<file path="config.mk">
export PLATFORM = sky130hd
export DESIGN_NAME = sn76489_tone_flat
export DESIGN_NICKNAME = d
export VERILOG_FILES = /design/src/rtl/sn76489_pkg.sv /design/src/rtl/sn76489_tone_if.sv /design/src/rtl/sn76489_attenuator.sv /design/src/rtl/sn76489_tone.sv /design/src/flat_wrapper.sv
export SDC_FILE = /design/constraint.sdc
export NUM_CORES = 1
export LEC_CHECK = 0
export BUFFER_PORTS_ARGS = -buffer_cell sky130_fd_sc_hd__buf_2
export CAP_MARGIN = 15
export CORE_MARGIN = 3
export CORE_UTILIZATION = 35
export DETAILED_ROUTE_END_ITERATION = 8
export PLACE_DENSITY = 0.64
export SLEW_MARGIN = 15
export SYNTH_ARGS = -nofsm -noshare
export SYNTH_HDL_FRONTEND = slang
export SYNTH_HIERARCHICAL = 1
export SYNTH_SLANG_ARGS = --single-unit
</file>
<file path="constraint.sdc">
create_clock -name clock_i -period 2.9 [get_ports clock_i]
set_clock_uncertainty 0.2 [all_clocks]
set_input_delay 0.58 -clock clock_i [delete_from_list [all_inputs] [get_ports clock_i]]
set_output_delay 0.58 -clock clock_i [all_outputs]
set_load 0.02 [all_outputs]
</file>
<file path="src/rtl/sn76489_pkg.sv">
// Shared constants and types for the SN76489 tone and noise channels.
// The attenuator table and the register widths are common to every channel.
package sn76489_pkg;

    localparam int unsigned FREQ_W = 10;
    localparam int unsigned ATT_W  = 4;
    localparam int unsigned VOL_W  = 8;

    typedef logic [FREQ_W-1:0] freq_t;
    typedef logic [ATT_W-1:0]  att_t;
    typedef logic [VOL_W-1:0]  vol_t;

    localparam att_t ATT_MUTE = 4'hF;

    // 2 dB steps from 0 dB (255) down to mute; element [n] is the level for att = n.
    localparam logic [15:0][VOL_W-1:0] ATT_LUT = {
        8'd0,   8'd10,  8'd13,  8'd16,  8'd20,  8'd26,  8'd32,  8'd40,
        8'd51,  8'd64,  8'd81,  8'd102, 8'd128, 8'd161, 8'd203, 8'd255
    };

endpackage

</file>
<file path="src/rtl/sn76489_tone_if.sv">
// Channel-side bus of one tone channel: write strobe, register select, data byte
// in; square-wave flip-flop and attenuated level out.
interface sn76489_tone_if;
    import sn76489_pkg::*;

    logic       clk_en_i;
    logic       we_i;
    logic       r2_i;
    logic [0:7] d_i;
    logic       ff_o;
    vol_t       tone_o;

    modport master (output clk_en_i, we_i, r2_i, d_i, input ff_o, tone_o);
    modport slave  (input clk_en_i, we_i, r2_i, d_i, output ff_o, tone_o);

endinterface

</file>
<file path="src/rtl/sn76489_attenuator.sv">
// 4-bit attenuation register with its write decode and the level lookup.
// Shared by the tone and noise channels.
module sn76489_attenuator
    import sn76489_pkg::*;
(
    input  logic clk,
    input  logic rst_n,
    input  logic we,
    input  logic sel,
    input  att_t data,
    output vol_t vol
);

    att_t att;

    // Latch and data bytes both carry the attenuation in their low nibble.
    always_ff @(posedge clk or negedge rst_n) begin
        if (!rst_n) begin
            att <= ATT_MUTE;
        end else if (we && sel) begin
            att <= data;
        end
    end

    assign vol = ATT_LUT[att];

endmodule

</file>
<file path="src/rtl/sn76489_tone.sv">
// SN76489 tone channel: 10-bit frequency register, reload down-counter driving
// the square-wave flip-flop, and attenuated output level.
module sn76489_tone
    import sn76489_pkg::*;
(
    input  logic           clock_i,
    input  logic           res_n_i,
    sn76489_tone_if.slave  bus
);

    logic  wr;
    freq_t freq;
    freq_t cnt;
    logic  ff;
    vol_t  vol;

    assign wr = bus.clk_en_i & bus.we_i;

    sn76489_attenuator u_att (
        .clk   (clock_i),
        .rst_n (res_n_i),
        .we    (wr),
        .sel   (bus.r2_i),
        .data  (bus.d_i[4:7]),
        .vol   (vol)
    );

    // Latch byte updates the low nibble, data byte the upper six bits.
    always_ff @(posedge clock_i or negedge res_n_i) begin
        if (!res_n_i) begin
            freq <= '0;
        end else if (wr && !bus.r2_i) begin
            if (bus.d_i[0]) begin
                freq[3:0] <= bus.d_i[4:7];
            end else begin
                freq[9:4] <= bus.d_i[2:7];
            end
        end
    end

    // Reload uses the register value present before any same-edge write.
    always_ff @(posedge clock_i or negedge res_n_i) begin
        if (!res_n_i) begin
            cnt <= '0;
            ff  <= 1'b0;
        end else if (bus.clk_en_i) begin
            if (cnt == '0) begin
                cnt <= freq - freq_t'(1);
                ff  <= ~ff;
            end else begin
                cnt <= cnt - freq_t'(1);
            end
        end
    end

    assign bus.ff_o   = ff;
    assign bus.tone_o = ff ? vol : '0;

endmodule

</file>
<file path="src/flat_wrapper.sv">
// flat-port wrapper written by rule: the top's interface ports become plain ports
module sn76489_tone_flat import sn76489_pkg::*;
  (clock_i, res_n_i, bus_clk_en_i, bus_we_i, bus_r2_i, bus_d_i, bus_ff_o, bus_tone_o);
  sn76489_tone_if bus_i ();
  input  logic clock_i;
  input  logic res_n_i;
  input wire logic [$bits(bus_i.clk_en_i)-1:0] bus_clk_en_i;
  input wire logic [$bits(bus_i.we_i)-1:0] bus_we_i;
  input wire logic [$bits(bus_i.r2_i)-1:0] bus_r2_i;
  input wire logic [$bits(bus_i.d_i)-1:0] bus_d_i;
  output wire logic [$bits(bus_i.ff_o)-1:0] bus_ff_o;
  output wire logic [$bits(bus_i.tone_o)-1:0] bus_tone_o;
  assign bus_i.clk_en_i = bus_clk_en_i;
  assign bus_i.we_i = bus_we_i;
  assign bus_i.r2_i = bus_r2_i;
  assign bus_i.d_i = bus_d_i;
  assign bus_ff_o = bus_i.ff_o;
  assign bus_tone_o = bus_i.tone_o;
  sn76489_tone u_core (.clock_i(clock_i), .res_n_i(res_n_i), .bus(bus_i));
endmodule
</file>
======== Yosys cells after proc, flatten, opt, wreduce, memory -nomap -nowiden ========
Memory sizes are Yosys's and may differ from the RTL's.
Cells that the tools add are included.
word-level totals
  memory bits (read-only) ................. 128
  memories kept ........................... 1
  flip-flop bits (word level) ............. 25
  output and inout port bits .............. 9
cells by class
  muxes and demuxes ....................... 3
  $lt $le $gt $ge ......................... 1
  bitwise logic cells ..................... 3
  reductions and logical operators ........ 7
  $add $sub $neg .......................... 2
memory list
  name             words  width  read ports  clocked after memory_dff  write ports  line                      RTL
  (no name shown)  16     8      1           0                         0            sn76489_attenuator.sv:25  assign vol = ATT_LUT[att];
operators with widths
  cell                                                 number
  subtractor 10 x 1 -> 10 bit (second input constant)  2
  2-to-1 mux 8 bit                                     2
  zero test 10 bit                                     1
  2-to-1 mux 10 bit                                    1
  AND reduction 2 bit                                  3
  < comparator 4 x 5 -> 1 bit (second input constant)  1
  logical AND 1 bit                                    2
  NOT 1 bit                                            2
  AND 1 bit                                            1
  zero test 1 bit                                      1

======== Longest topological paths before layout ========
Gate-level depths: netlist of run 1.
  depth in word-level cells ............... 3
  mapped depth ............................ 11
  mapped depth without buffers ............ 8

======== Hierarchy ========
Netlist of run 1, hierarchy kept.
by module, submodules not included
  module              sequential area each (sq um)  cells an instance  area each (sq um)  instances
  sn76489_tone        525.5                         138                1277.5             1
  sn76489_attenuator  105.1                         41                 409.1              1

======== Least setup slack after synthesis of run 1 ========
No wires, ideal clock.
  kind .................................... reg2reg
  start point ............................. reg u_core.cnt[3]
  end point ............................... reg u_core.cnt[6]
  setup slack ............................. 347 ps
  arrival ................................. 2222 ps
  stages on the path, launching flop included .. 11
  period minus slack after synthesis ...... 2553 ps
  required time ........................... 2569 ps
  cells stage by stage .................... dfrtp_1 buf_2 nor4_2 and3_1 buf_4 buf_2 a21oi_1 ha_1 and3b_1 and4_1 or3_1
on the way
  longest elaborated chain between the ends .. 2
ends and longest elaborated chain
  element                                                          line                                    RTL
  from (decl)                                                      sn76489_tone.sv:13                      freq_t cnt;
  from (signal assigned)                                           sn76489_tone.sv:48                      cnt <= freq - freq_t'(1);
  from (signal assigned)                                           sn76489_tone.sv:51                      cnt <= cnt - freq_t'(1);
  subtractor 10 x 1 -> 10 bit or zero test 10 bit (tied branches)  sn76489_tone.sv:51, sn76489_tone.sv:47
  2-to-1 mux 10 bit (*)                                            sn76489_tone.sv:47                      if (cnt == '0) begin
Mark *: on every way between the ends. The rest lies on a longest branch, timed or not.
A chain may end at the register's enable or synchronous reset.

======== Worst setup path after layout of run 1 ========
  start point ............................. reg u_core.u_att.att[0]
  end point ............................... out bus_tone_o[1]
on the way
  longest elaborated chain between the ends .. 3
ends and longest elaborated chain
  element                                 line                      RTL
  from (decl)                             sn76489_attenuator.sv:14  att_t att;
  from (signal assigned)                  sn76489_attenuator.sv:21  att <= data;
  memory (16 x 8 bit)                     -
  2-to-1 mux 8 bit (not written as such)  sn76489_attenuator.sv:25
  via u_core.vol[1]                       sn76489_tone.sv:15        vol_t vol;
  2-to-1 mux 8 bit                        sn76489_tone.sv:57        assign bus.tone_o = ff ? vol : '0;
  to (decl)                               flat_wrapper.sv:12        output wire logic [$bits(bus_i.tone_o)-1:0] bus_tone_o;
The timed path passes the listed nets, and every way through them passes these cells. The select of a mux whose other input is x is not followed.

==> reports/results.tsv, run 1 <==
metric	value	unit
io-pin-count	22	
syn_nets	198	
dp_hpwl	2.607	mm
max_freq	362.1	MHz
cp.arrival	1980	ps
finalWeightedCongestion	0.8536	
cap_violations	0	
power_density	716.0	nW/um^2
ys.flop_type	dfrtp_1	
routedWlPerCell	14.08	um
yosysTopAreaCell	dfrtp_1	
filler_cell_count	458	
synth_top_area_share	31.16	%
crit_path_end_kind	output pin	
yosysSeqAreaShare	37.39	%
max_stage_delay	620	ps
finalSetupViolCount	0	
async_flop_share	100.0	%
grt_pass1_vias	1286	
muxShareOfSynthArea	15.06	%
final_common_cell	dfrtp_1	
h-tree-depth	1	
synthTopCellsByArea	dfrtp_1 31%, mux2_2 10%, dfstp_2 6.2%, ha_1 4.5%, mux2i_1 4.2%	
rows	24	
insertion_delay	270	ps
tns	0	ps
relSlewSlack	63.09	%
mostFrequentLayoutCells	21 x dfrtp_1, 20 x buf_2, 15 x mux2_2, 14 x nand2_1, 13 x o21ai_0	
cp_top_family	flip-flops	
yosys_warnings	6	
synth-simple-area-share	22.11	%
cts_resized	0	
fin_crit	2762	ps
vias	1419	
grt_pass1_wl	6.141	mm
cp-start-kind	flop	
routed_wl	3.534	mm
drc	0	
crit_chain	inv_1 -> ha_1 -> mux2_2 -> o21ai_0 -> and2_1 -> buf_2	
synth_compound_area_share	14.69	%
core_area	4504	um^2
numCtsBuffers	3	
firstDrtPassIters	4	
synth_edf_count	0	
clockBufferDepth	2	
hold_viol	0	
antenna_found_initial	0	
slowest_stage	dfstp_2	
initial_core_util	37.44	%
synth_top_family_by_area	simple AND/OR/NAND/NOR gates	
leakagePower	0.8491	nW
areaGrowthSynthToFinish	11.80	%
tightest_slew	553.7	ps
die_w	75.42	um
yosys.cell_types.count	40	
drtIter0Drc	47	
path_class	reg -> out	
synthCells	179	
portBuffers	20	
synth_fa_ha_area_share	4.451	%
tritoncts	built	
vias_per_cell	5.653	
drive_gt1_share	26.63	%
synth_area	1687	um^2
path_clk_slew	90	ps
grt_max_degree	26	
cts_root_buffer	clkbuf_8	
clkSinkCount	25	
synth_xor_area_share	1.558	%
die_area	5688	um^2
power.total	0.001350	W
cp.required	2120	ps
postSynthAreaPerCell	9.422	um^2
slew_violations	0	
grt_overflow	0	
ant_nets	0	
synth_seq_cells	25	
hold_path_class	in -> async	
grtUsageTotal	13.90	%
grt_setup_unrepaired	no	
fin_nets	219	
peakVddDrop	352.7	uV
finalCritPeriodShare	95.23	%
status	finished, final reports clean	
cp.buffers_inverters	2	
diodes	0	
fp.dieH	75.42	um
cp_max_fo	8	
-- Yosys cell counts (2+ instances only) --
| master | count |
|---|---|
| a211oi_1 | 3 |
| nor3_2 | 2 |
| o21ai_0 | 13 |
| o21a_1 | 3 |
| a21oi_1 | 11 |
| dfstp_2 | 4 |
| nor2_1 | 8 |
| or3_1 | 3 |
| mux2_2 | 15 |
| nor3_1 | 6 |
| nor2b_1 | 2 |
| inv_1 | 7 |
| a22oi_1 | 2 |
| and4_1 | 2 |
| nor3b_1 | 3 |
| xor2_1 | 2 |
| buf_2 | 4 |
| a41oi_1 | 2 |
| nand2_1 | 14 |
| and2_1 | 9 |
| a31oi_1 | 3 |
| clkbuf_1 | 2 |
| mux2i_1 | 7 |
| o31ai_1 | 2 |
| and3b_1 | 2 |
| ha_1 | 6 |
| dfrtp_1 | 21 |
| buf_4 | 2 |
| nand3_1 | 7 |
| and3_1 | 2 |
-- state kept, by name, summed over array words and instances (netlist names) --
signal	cells
u_core/bus.ff_o	1
u_core/cnt	10
u_core/freq	10
u_core/u_att/att	4
-- power breakdown --
group	total (W)	internal, W	leakage (nW)	switching (W)
clock network	0.000221	0.000101	0.0261	0.000121
logic	0.000495	0.000245	0.525	0.000250
registers	0.000634	0.000456	0.297	0.000178
total	0.00135	0.000802	0.849	0.000549
-- worst paths after layout --
path	start	endpoint	slack [ps]	depth (start not counted)
setup reg to reg	u_core/cnt[5]	u_core/cnt[6]	320	7
setup / recovery	u_core/u_att/att[0]	bus_tone_o[1]	140	6
hold reg to reg	u_core/freq[9]	u_core/freq[9]	340	1
hold / removal	res_n_i	u_core/cnt[8]	80	1
min in group clock_i	bus_d_i[4]	u_core/freq[8]	340	2
max in group asynchronous	res_n_i	u_core/u_att/att[3]	2040	1
-- cells by family (layout without fill, tap and decap cells) --
logic type,Yosys count,count (layout)
DFF,25,25
AOI/OAI and AO/OA,41,41
adders and majority gates,6,6
xor gates and xnor gates,3,3
and+or+nand+nor,65,65
buffers and inverters,16,36
muxes,23,23
-- repair_timing --
item | 4_1_cts | 5_1_grt
endpoints found under the setup margin | 0 | 1
endpoints found under the hold margin | 0 | 0
hold buffers | 0 | 0
buffers inserted | 0 | 1
-- routing by layer --
| metal | wire length, um | global-route usage, % | share of wire (%) | vias up |
|---|---|---|---|---|
| met3 | 163 | 3.166 | 4.6 | 4 |
| met1 | 1727 | 20.05 | 49 | 680 |
| met4 | 55 | 4.466 | 1.6 | 0 |
| met2 | 1587 | 20.61 | 45 | 43 |
| met5 | 0 | 0 | 0 | - |
| li1 | - | - | - | 692 |
-- area by class of cell --
type                    count  area, um^2  share of cell area (%)
clock buffers               3       41.29                   2.190
flip-flops and latches     25       630.6                   33.44
well taps                  52       65.06                   3.451
clock inverters             1       8.758                  0.4645
inverters                   7       26.28                   1.393
repair buffers             25       137.6                   7.299
multi-input cells         138       975.9                   51.76
-- per-stage QoR --
stage	utilization, %	cells	instance area (um^2)	worst slack (ps)	hold slack (ps)
global route	41.86	251	1886	34.06	112.2
finish	41.86	251	1886	138.3	81.34
floorplan	-	179	1687	346.8	84.41
detailed placement	40.58	246	1828	366.3	315.5
CTS	41.69	250	1878	105.9	100.4
global placement	40.58	246	1828	391.6	301.0
Power figures use the tool's default switching activity.
==> run 2: changes to the inputs <==
--- a/config.mk
+++ b/config.mk
@@ -10,7 +10,7 @@
 export CORE_MARGIN = 3
 export CORE_UTILIZATION = 35
 export DETAILED_ROUTE_END_ITERATION = 8
-export PLACE_DENSITY = 0.64
+export PLACE_DENSITY = 0.66
 export SLEW_MARGIN = 15
 export SYNTH_ARGS = -nofsm -noshare
 export SYNTH_HDL_FRONTEND = slang
==> constraint.sdc (replaced) <==
create_clock -name clock_i -period 2.3 [get_ports clock_i]
set_clock_uncertainty 0.2 [all_clocks]
set_input_delay 0.46 -clock clock_i [delete_from_list [all_inputs] [get_ports clock_i]]
set_output_delay 0.46 -clock clock_i [all_outputs]
set_load 0.02 [all_outputs]
==> run 2 against run 1 <==
- worst hold slack better by 130 ps
- non-clock buffer count up 22
- sequential power up 15%
- core utilization up 7.6 points
- combinational power up 100%
- clock power up 25%
- register-to-register slack worse by 320 ps
- via count up 6.6%
- cell area up 18%
- wire length up 21%
- the flow now finishes with violations (negative setup slack)
- cell count up 8.8%
==> reports/results.tsv, run 2 (synthesis results as in run 1) <==
metric	value	unit	change
core_area	4504	um^2	unchanged
grt_pass1_vias	1434		+12%
path_class	reg -> out		
die_area	5688	um^2	unchanged
grt_max_degree	26		unchanged
vias	1513		+6.6%
worstReg2RegStart	u_core/cnt[2]		
insertion_delay	280	ps	about the same
drive_gt1_share	42.08	%	+15 points
grt_setup_unrepaired	yes		
cap_violations	0		unchanged
cp.required	1640	ps	-480 ps
grt_overflow	0		unchanged
hold_viol	0		unchanged
numCtsBuffers	3		unchanged
tightest_slew	559.0	ps	+5.242 ps
crit_path_start	u_core/u_att/att[0]		
leakagePower	0.9727	nW	+15%
cp-start-kind	flop		
dp_slack	-44.21	ps	-410.5 ps
cts_root_buffer	clkbuf_8		
areaGrowthSynthToFinish	32.20	%	
antenna_found_initial	0		unchanged
violations	negative setup slack		
crit_path_end_kind	output pin		
finalWeightedCongestion	0.8919		+4.5%
routed_wl	4.266	mm	+21%
vias_per_cell	5.542		-2.0%
finalCritPeriodShare	105.6	%	
drc	0		unchanged
clockBufferDepth	2		unchanged
ant_nets	0		unchanged
initial_core_util	37.44	%	unchanged
slew_violations	0		unchanged
dp_hpwl	2.933	mm	+13%
fin_util	49.50	%	+7.6 points
power.total	0.002018	W	+49%
power_density	905.1	nW/um^2	+26%
path_clk_slew	90	ps	about the same
cp_max_fo	2		-6
grtUsageTotal	15.97	%	+2.1 points
routedWlPerCell	15.63	um	+11%
cp.arrival	1770	ps	-210 ps
filler_cell_count	413		-9.8%
diodes	0		unchanged
fin_crit	2428	ps	
die_w	75.42	um	unchanged
peakVddDrop	256.5	uV	-27%
clkSinkCount	25		unchanged
fp.dieH	75.42	um	unchanged
tritoncts	built		
rows	24		unchanged
fin_ws	-127.9	ps	-266.3 ps
status	complete, but fails checks		
firstDrtPassIters	4		unchanged
io-pin-count	22		unchanged
max_freq	411.9	MHz	
fin_nets	241		+10%
hold_path_class	in -> reg		
h-tree-depth	1		unchanged
relSlewSlack	62.74	%	-0.35 points
drtIter0Drc	115		+140%
mostFrequentLayoutCells	20 x buf_4, 19 x dfrtp_1, 14 x buf_2, 14 x nand2_1, 14 x mux2_2		
final_common_cell	buf_4		
portBuffers	20		unchanged
finalSetupViolCount	6		+6
reg_top3	u_core/cnt: 10 flops, u_core/freq: 10 flops, u_core/u_att/att: 4 flops		
hold_path_startpoint	bus_d_i[4]		
grt_pass1_wl	7.031	mm	+14%
## run 2: cell count changes in the layout (fill, tap and decap cells not counted), moves of 4 or more
cell | before | now
ha_1 | 6 | 0
buf_2 | 20 | 14
buf_4 | 5 | 20
ha_4 | 0 | 4
buf_6 | 0 | 10
## run 2: final timing paths
| check | to | slack, ps | depth (start not counted) |
|---|---|---|---|
| worst max-delay path | bus_tone_o[1] | -130 | 6 |
| worst min-delay path | u_core/freq[8] | 210 | 2 |
| worst max register to register | u_core/cnt[6] | 0 | 7 |
| worst min register to register | u_core/freq[9] | 320 | 1 |
| max in group asynchronous | u_core/cnt[2] | 1000 | 2 |
| min in group asynchronous | u_core/freq[0] | 500 | 2 |
## run 2: final cells by class
type	instances	area [um^2]	area share, %
Clock inverter	1	7.507	0.3367
Timing Repair Buffer	47	377.9	16.95
Inverter	7	28.78	1.291
Clock buffer	3	41.29	1.852
Multi-Input combinational cell	138	1076	48.26
Sequential cell	25	633.1	28.40
Tap cell	52	65.06	2.918
## run 2: where the power goes
part / switching [W] / internal, W / leakage (nW)
sequential: 0.000154 / 0.000577 / 0.295
clock: 0.000152 / 0.000123 / 0.0217
combinational: 0.000493 / 0.000518 / 0.656
## run 2: timing repair
item	in CTS	in global routing
endpoints found under the hold margin	21	0
pin swaps	3	5
setup buffers	2	6
setup endpoints to repair	6	9
hold buffers	1	0
gates resized for setup	20	19
## run 2: routing by layer
metal	routed length (um)	up-vias	global-route usage (%)
met3	135	7	1.979
met4	79	0	5.049
met2	2043	35	25.41
met1	2007	737	22.62
met5	0	-	0
li1	-	734	-
## run 2: worst max-delay path, cell delays in order, from the launching register on
cell,delay [ps]
dfstp_2,560
inv_2,60
ha_4,240
mux2_4,260
o21ai_2,120
and2_4,150
buf_6,110
## run 2: per-stage QoR
stage                     hold WS, ps  std cells  TNS, ps  cell area, um^2
after floorplan                -35.59        179   -89.29             1719
after global placement          285.1        260   -29.75             1956
after detailed placement        291.4        260   -44.21             1956
after CTS                       202.2        267   -272.8             2092
after global routing            205.6        273   -888.1             2230
final                           207.6        273   -452.9             2230
